$ cat config.mk
export PLATFORM = sky130hd
export DESIGN_NAME = fetch_stage
export DESIGN_NICKNAME = d
export VERILOG_FILES = /design/src/rtl/fetch_stage.sv
export SDC_FILE = /design/constraint.sdc
export NUM_CORES = 1
export LEC_CHECK = 0
export ABC_AREA = 1
export ABC_CLOCK_PERIOD_IN_PS = 1700
export BUFFER_PORTS_ARGS = -buffer_cell sky130_fd_sc_hd__buf_2
export CORE_MARGIN = 5
export CORE_UTILIZATION = 30
export CTS_BUF_LIST = sky130_fd_sc_hd__clkbuf_4
export CTS_CLUSTER_SIZE = 12
export DETAILED_ROUTE_END_ITERATION = 16
export SYNTH_ARGS = -nofsm -noshare
export SYNTH_HDL_FRONTEND = slang
export SYNTH_SLANG_ARGS = --single-unit
$ cat constraint.sdc
create_clock -name i_CLK -period 1.7 [get_ports i_CLK]
set_input_delay 0.34 -clock i_CLK [delete_from_list [all_inputs] [get_ports i_CLK]]
set_output_delay 0.34 -clock i_CLK [all_outputs]
set_load 0.02 [all_outputs]
$ cat src/rtl/fetch_stage.sv
// Instruction-fetch stage with IF/ID register for the 5-stage MIPS pipeline.
// Owns the PC, drives a single-outstanding req/ack instruction memory, and buffers a response during a decode stall.
module fetch_stage #(
  parameter int unsigned                ADDRESS_WIDTH = 32,
  parameter int unsigned                INSTR_WIDTH   = 32,
  parameter logic [ADDRESS_WIDTH-1:0]   RESET_PC      = '0,
  parameter logic [INSTR_WIDTH-1:0]     NOP_INSTR     = '0
) (
  input  logic                     i_CLK,
  input  logic                     i_RST,
  input  logic                     i_StallD,
  input  logic                     i_FlushD,
  input  logic                     i_PCSrcD,
  input  logic [ADDRESS_WIDTH-1:0] i_PCNextD,
  output logic                     o_IMemReq,
  output logic [ADDRESS_WIDTH-1:0] o_IMemAddr,
  input  logic                     i_IMemAck,
  input  logic [INSTR_WIDTH-1:0]   i_IMemRdata,
  output logic [INSTR_WIDTH-1:0]   o_InstrD,
  output logic [ADDRESS_WIDTH-1:0] o_PCPlus4D,
  output logic                     o_ValidD,
  output logic [ADDRESS_WIDTH-1:0] o_PCF
);

  typedef enum logic [1:0] {
    S_REQ  = 2'd0,
    S_WAIT = 2'd1,
    S_HOLD = 2'd2
  } state_t;

  state_t                   state, state_nxt;
  logic [ADDRESS_WIDTH-1:0] pc, pc_nxt;
  logic                     discard, discard_nxt;
  logic [INSTR_WIDTH-1:0]   buf_instr, buf_instr_nxt;
  logic [ADDRESS_WIDTH-1:0] buf_pc4, buf_pc4_nxt;
  logic [INSTR_WIDTH-1:0]   instr_d;
  logic [ADDRESS_WIDTH-1:0] pc4_d;
  logic                     valid_d;

  logic                     redirect;
  logic [ADDRESS_WIDTH-1:0] pc_plus4;
  logic                     mem_req;
  logic                     deliver;
  logic [INSTR_WIDTH-1:0]   deliver_instr;
  logic [ADDRESS_WIDTH-1:0] deliver_pc4;

  // A stalled decode cannot act on its own branch decision.
  assign redirect = i_PCSrcD & ~i_StallD;
  assign pc_plus4 = pc + ADDRESS_WIDTH'(4);

  // Next-state, PC, discard tracking and delivery selection.
  always_comb begin
    state_nxt     = state;
    pc_nxt        = pc;
    discard_nxt   = discard;
    buf_instr_nxt = buf_instr;
    buf_pc4_nxt   = buf_pc4;
    mem_req       = 1'b0;
    deliver       = 1'b0;
    deliver_instr = i_IMemRdata;
    deliver_pc4   = pc_plus4;

    case (state)
      S_REQ: begin
        mem_req     = 1'b1;
        state_nxt   = S_WAIT;
        discard_nxt = redirect;
        if (redirect) pc_nxt = i_PCNextD;
      end
      S_WAIT: begin
        if (redirect) pc_nxt = i_PCNextD;
        if (!i_IMemAck) begin
          discard_nxt = discard | redirect;
        end else if (discard || redirect) begin
          discard_nxt = 1'b0;
          state_nxt   = S_REQ;
        end else if (i_StallD) begin
          buf_instr_nxt = i_IMemRdata;
          buf_pc4_nxt   = pc_plus4;
          state_nxt     = S_HOLD;
        end else begin
          deliver   = 1'b1;
          pc_nxt    = pc_plus4;
          state_nxt = S_REQ;
        end
      end
      S_HOLD: begin
        if (redirect) begin
          pc_nxt    = i_PCNextD;
          state_nxt = S_REQ;
        end else if (!i_StallD) begin
          deliver       = 1'b1;
          deliver_instr = buf_instr;
          deliver_pc4   = buf_pc4;
          pc_nxt        = buf_pc4;
          state_nxt     = S_REQ;
        end
      end
      default: begin
        state_nxt = S_REQ;
      end
    endcase
  end

  // State, PC, response buffer and IF/ID register.
  always_ff @(posedge i_CLK) begin
    if (i_RST) begin
      state     <= S_REQ;
      pc        <= RESET_PC;
      discard   <= 1'b0;
      buf_instr <= NOP_INSTR;
      buf_pc4   <= '0;
      instr_d   <= NOP_INSTR;
      pc4_d     <= '0;
      valid_d   <= 1'b0;
    end else begin
      state     <= state_nxt;
      pc        <= pc_nxt;
      discard   <= discard_nxt;
      buf_instr <= buf_instr_nxt;
      buf_pc4   <= buf_pc4_nxt;
      if (i_FlushD) begin
        instr_d <= NOP_INSTR;
        pc4_d   <= '0;
        valid_d <= 1'b0;
      end else if (i_StallD) begin
        instr_d <= instr_d;
        pc4_d   <= pc4_d;
        valid_d <= valid_d;
      end else if (deliver) begin
        instr_d <= deliver_instr;
        pc4_d   <= deliver_pc4;
        valid_d <= 1'b1;
      end else begin
        instr_d <= NOP_INSTR;
        pc4_d   <= '0;
        valid_d <= 1'b0;
      end
    end
  end

  // Request is suppressed while reset is held even though the FSM sits in S_REQ.
  assign o_IMemReq  = mem_req & ~i_RST;
  assign o_IMemAddr = pc;
  assign o_PCF      = pc;
  assign o_InstrD   = instr_d;
  assign o_PCPlus4D = pc4_d;
  assign o_ValidD   = valid_d;

endmodule
==> metrics.txt <==
hold crit path type=input pin to flop; post-DP HPWL=roughly 25000 um; asr flop ratio synth=0%; cell family with most CP delay=flip-flops; internal power=roughly 6.3 mW; nets@finish=roughly 1.8k; failing checks=negative setup slack; WS Path Type=flop to primary output; routed via count=10.7k; die footprint=0.0342 sq mm; CP max FO=2; RSZ-0062 raised after global routing=yes; mapped cell area=roughly 0.0092 sq mm; number of global-route vias before repair=a little over 10k; H-tree depth=4; Rel. slew slack=66.7%; deepest clock path buffer count=2; Min-Delay Startpoint=i_IMemRdata[31]; Synth Net Count=approximately 1.5k; P_sw=3.94 mW; Yosys reg bits=164; layout overhead on the synthesized area=42.7%; Critical Path AT=1.50 ns; clk slew on worst S/H paths=0.17 ns; LEAKAGE=5.96 nW; Total Routing Usage GR=19.9%; register share of total power=between 40% and 50%; first-pass GRT wire length=54400 um; Sink Count=164; initial antenna violation count=1; Gate power share=32.1%; total wire length=around 36000 um; slowest CP cell=dfxtp_2; layout cells sized above 1=33.5%; Synth top cells by count=nand2_1, a21oi_1, dfxtp_1, o21ai_0, nor2_1; clk_skew=0.0311 ns; Clock Latency Late Sink=0.60 ns; Worst Tran Pin Value=0.499 ns; CP Buf/Inv Count=4; Synth Flop Type=dfxtp_1; Final Worst Setup Slack=-0.137 ns; Avg Inst Size Synth=6.33 sq um; Worst Setup SP=state[0]$_SDFFE_PP0P_; GRT overflow=0; Final setup viols=53; gp weighted congestion=a little over 0.9; final slew viol count=0; core area=0.0304 sq mm; worst path cell trace=inv_2 > ha_4 > inv_2 > buf_6 > nor2_4 > buf_6; DR WL/cell=16.6 um; first-pass detailed-route iteration total=5; # IOs=200; largest net degree at the start of global routing=66; worst reg-to-reg setup slack=-0.11 ns; post-route setup TNS=-1.59 ns; share of the synthesized area in the top cell type=between 30% and 40%; synth warn=0; Die H=185 um; Post-synth EDFFs=0; Starting Density=30.2%; Die Wd=185 um; critical path capture point type=primary output; sequential area share after synthesis=35.8%; Worst Path Required=1.36 ns; max cap viols=0; sw frac=38.5%; initial drt markers=731; top-count cell post-synth=nand2_1; worst hold slack=0.0447 ns; row cnt=64; minimum clock period=1.84 ns; CTS tree=built; PortBufs=about 200; period utilisation layout=108%; status=finished, violations left; Clk pwr share=26.2%; CTS Buf Count=17; reg2reg start=o_IMemAddr[3]$_SDFFE_PP0P_; slowest stage delay, CP=0.36 ns; drt drc=0; root buffer cell=clkbuf_4; Netlist cell types=36; Final Hold Violating Endpoints=0; startpoint types=flop; Synth area leader=dfxtp_1; Routed Antenna Nets=0; f_max=544 MHz; cells after synthesis=about 1.4k; Peak VDD IR=0.311 mV; DR vias/cell=4.97; Synth area leaders=dfxtp_1, nand2_1, a21oi_1; pwr/cell area=780 mW/mm^2
routing by layer:
layer  global-route usage (%)  part of all wire [%]
met3                     2.55                   5.5
met4                     7.55                   3.0
met5                        0                     0
met1                     26.4                    44
met2                     33.1                    47
repair_timing:
item / in CTS / in global routing
resized for setup: 98 / 161
buffers inserted: 8 / 11
hold endpoints to repair: 33 / 0
pin swaps: 20 / 35
gates cloned: 1 / 2
setup endpoints to repair: 128 / 156
hold buffers: 32 / 0
path summary, 6_finish.rpt:
path                                      end  cells after the start
setup / recovery                    o_IMemReq                      6
hold / removal     buf_instr[31]$_SDFFE_PP0P_                      3
setup reg to reg  o_IMemAddr[25]$_SDFFE_PP0P_                     10
hold reg to reg         o_ValidD$_SDFFE_PP0N_                      2
cell type report:
cell class	count	area [sq um]
fill	3130	17300
clock inverter	15	203
antenna	1	2.50
clock buffer	17	128
timing repair buffer	396	3050
sequential	164	3350
tap	396	495
inverter	113	440
multi-input combinational	1051	5420
cells by family after synthesis:
kind of cell             count (synthesis)  synth area share, %
flip-flops                             164                 35.8
AO/OA/AOI/OAI                          384                 21.7
XOR/XNOR                                18                 1.72
buffers and inverters                  234                 11.5
adder cells (fa/ha/maj)                  5                0.682
AND/OR/NAND/NOR                        644                 28.7
layout by cell type (no fill, tap or decap), drive strengths merged:
| master | Yosys | layout |
|---|---|---|
| nand3 | 31 | 31 |
| nand4 | 3 | 3 |
| clkbuf | 54 | 19 |
| o221ai | 1 | 1 |
| ha | 5 | 5 |
| o21ai | 169 | 169 |
| o22ai | 3 | 3 |
| inv | 112 | 121 |
| a22oi | 2 | 2 |
| bufinv | 0 | 1 |
| a211oi | 1 | 1 |
| nor3 | 11 | 11 |
| dlygate4sd3 | 0 | 32 |
| o21bai | 1 | 1 |
| nor2 | 133 | 133 |
| o211ai | 15 | 15 |
| bufbuf | 0 | 1 |
| xor2 | 12 | 12 |
| clkinv | 1 | 6 |
| and2 | 2 | 2 |
| nand3b | 1 | 1 |
| or2 | 25 | 25 |
| dfxtp | 164 | 164 |
| buf | 67 | 361 |
| xnor2 | 6 | 6 |
| a21oi | 191 | 191 |
| nand2 | 438 | 438 |
| a31oi | 1 | 1 |
| diode | 0 | 1 |
flip-flops by register name, indices dropped and copies added, names as in the netlist:
register / flops
buf_pc4: 32
state: 2
o_IMemAddr: 32
discard: 1
buf_instr: 32
o_ValidD: 1
o_InstrD: 32
o_PCPlus4D: 32
power by group through the flow:
stage               combinational [mW]  clock [mW]  sequential, mW
finish                            3.28        2.68            4.26
global route                      3.59        2.90            4.28
CTS                               2.99        2.78            4.24
detailed placement                2.81           0            4.30
global placement                  2.77           0            4.30
floorplan                         1.57           0            4.45
worst min-delay path, cell delays in order:
cell     delay, ns
buf_2         0.09
o21ai_1       0.06
a21oi_1       0.10
metrics by stage:
| step | cells | cell area, sq um | total power [mW] | util, % | setup slack [ns] |
|---|---|---|---|---|---|
| CTS | 2139 | 12400 | 10.0 | 40.7 | -0.200 |
| global placement | 2066 | 11300 | 7.06 | 37.3 | -0.259 |
| finish | 2153 | 13100 | 10.2 | 43.0 | -0.137 |
| global route | 2153 | 13100 | 10.8 | 43.0 | -0.224 |
| detailed placement | 2066 | 11300 | 7.11 | 37.3 | -0.245 |
| floorplan | 1449 | 9200 | 6.02 | - | 0.00754 |
Note: power is estimated with default switching activity, not from simulation.
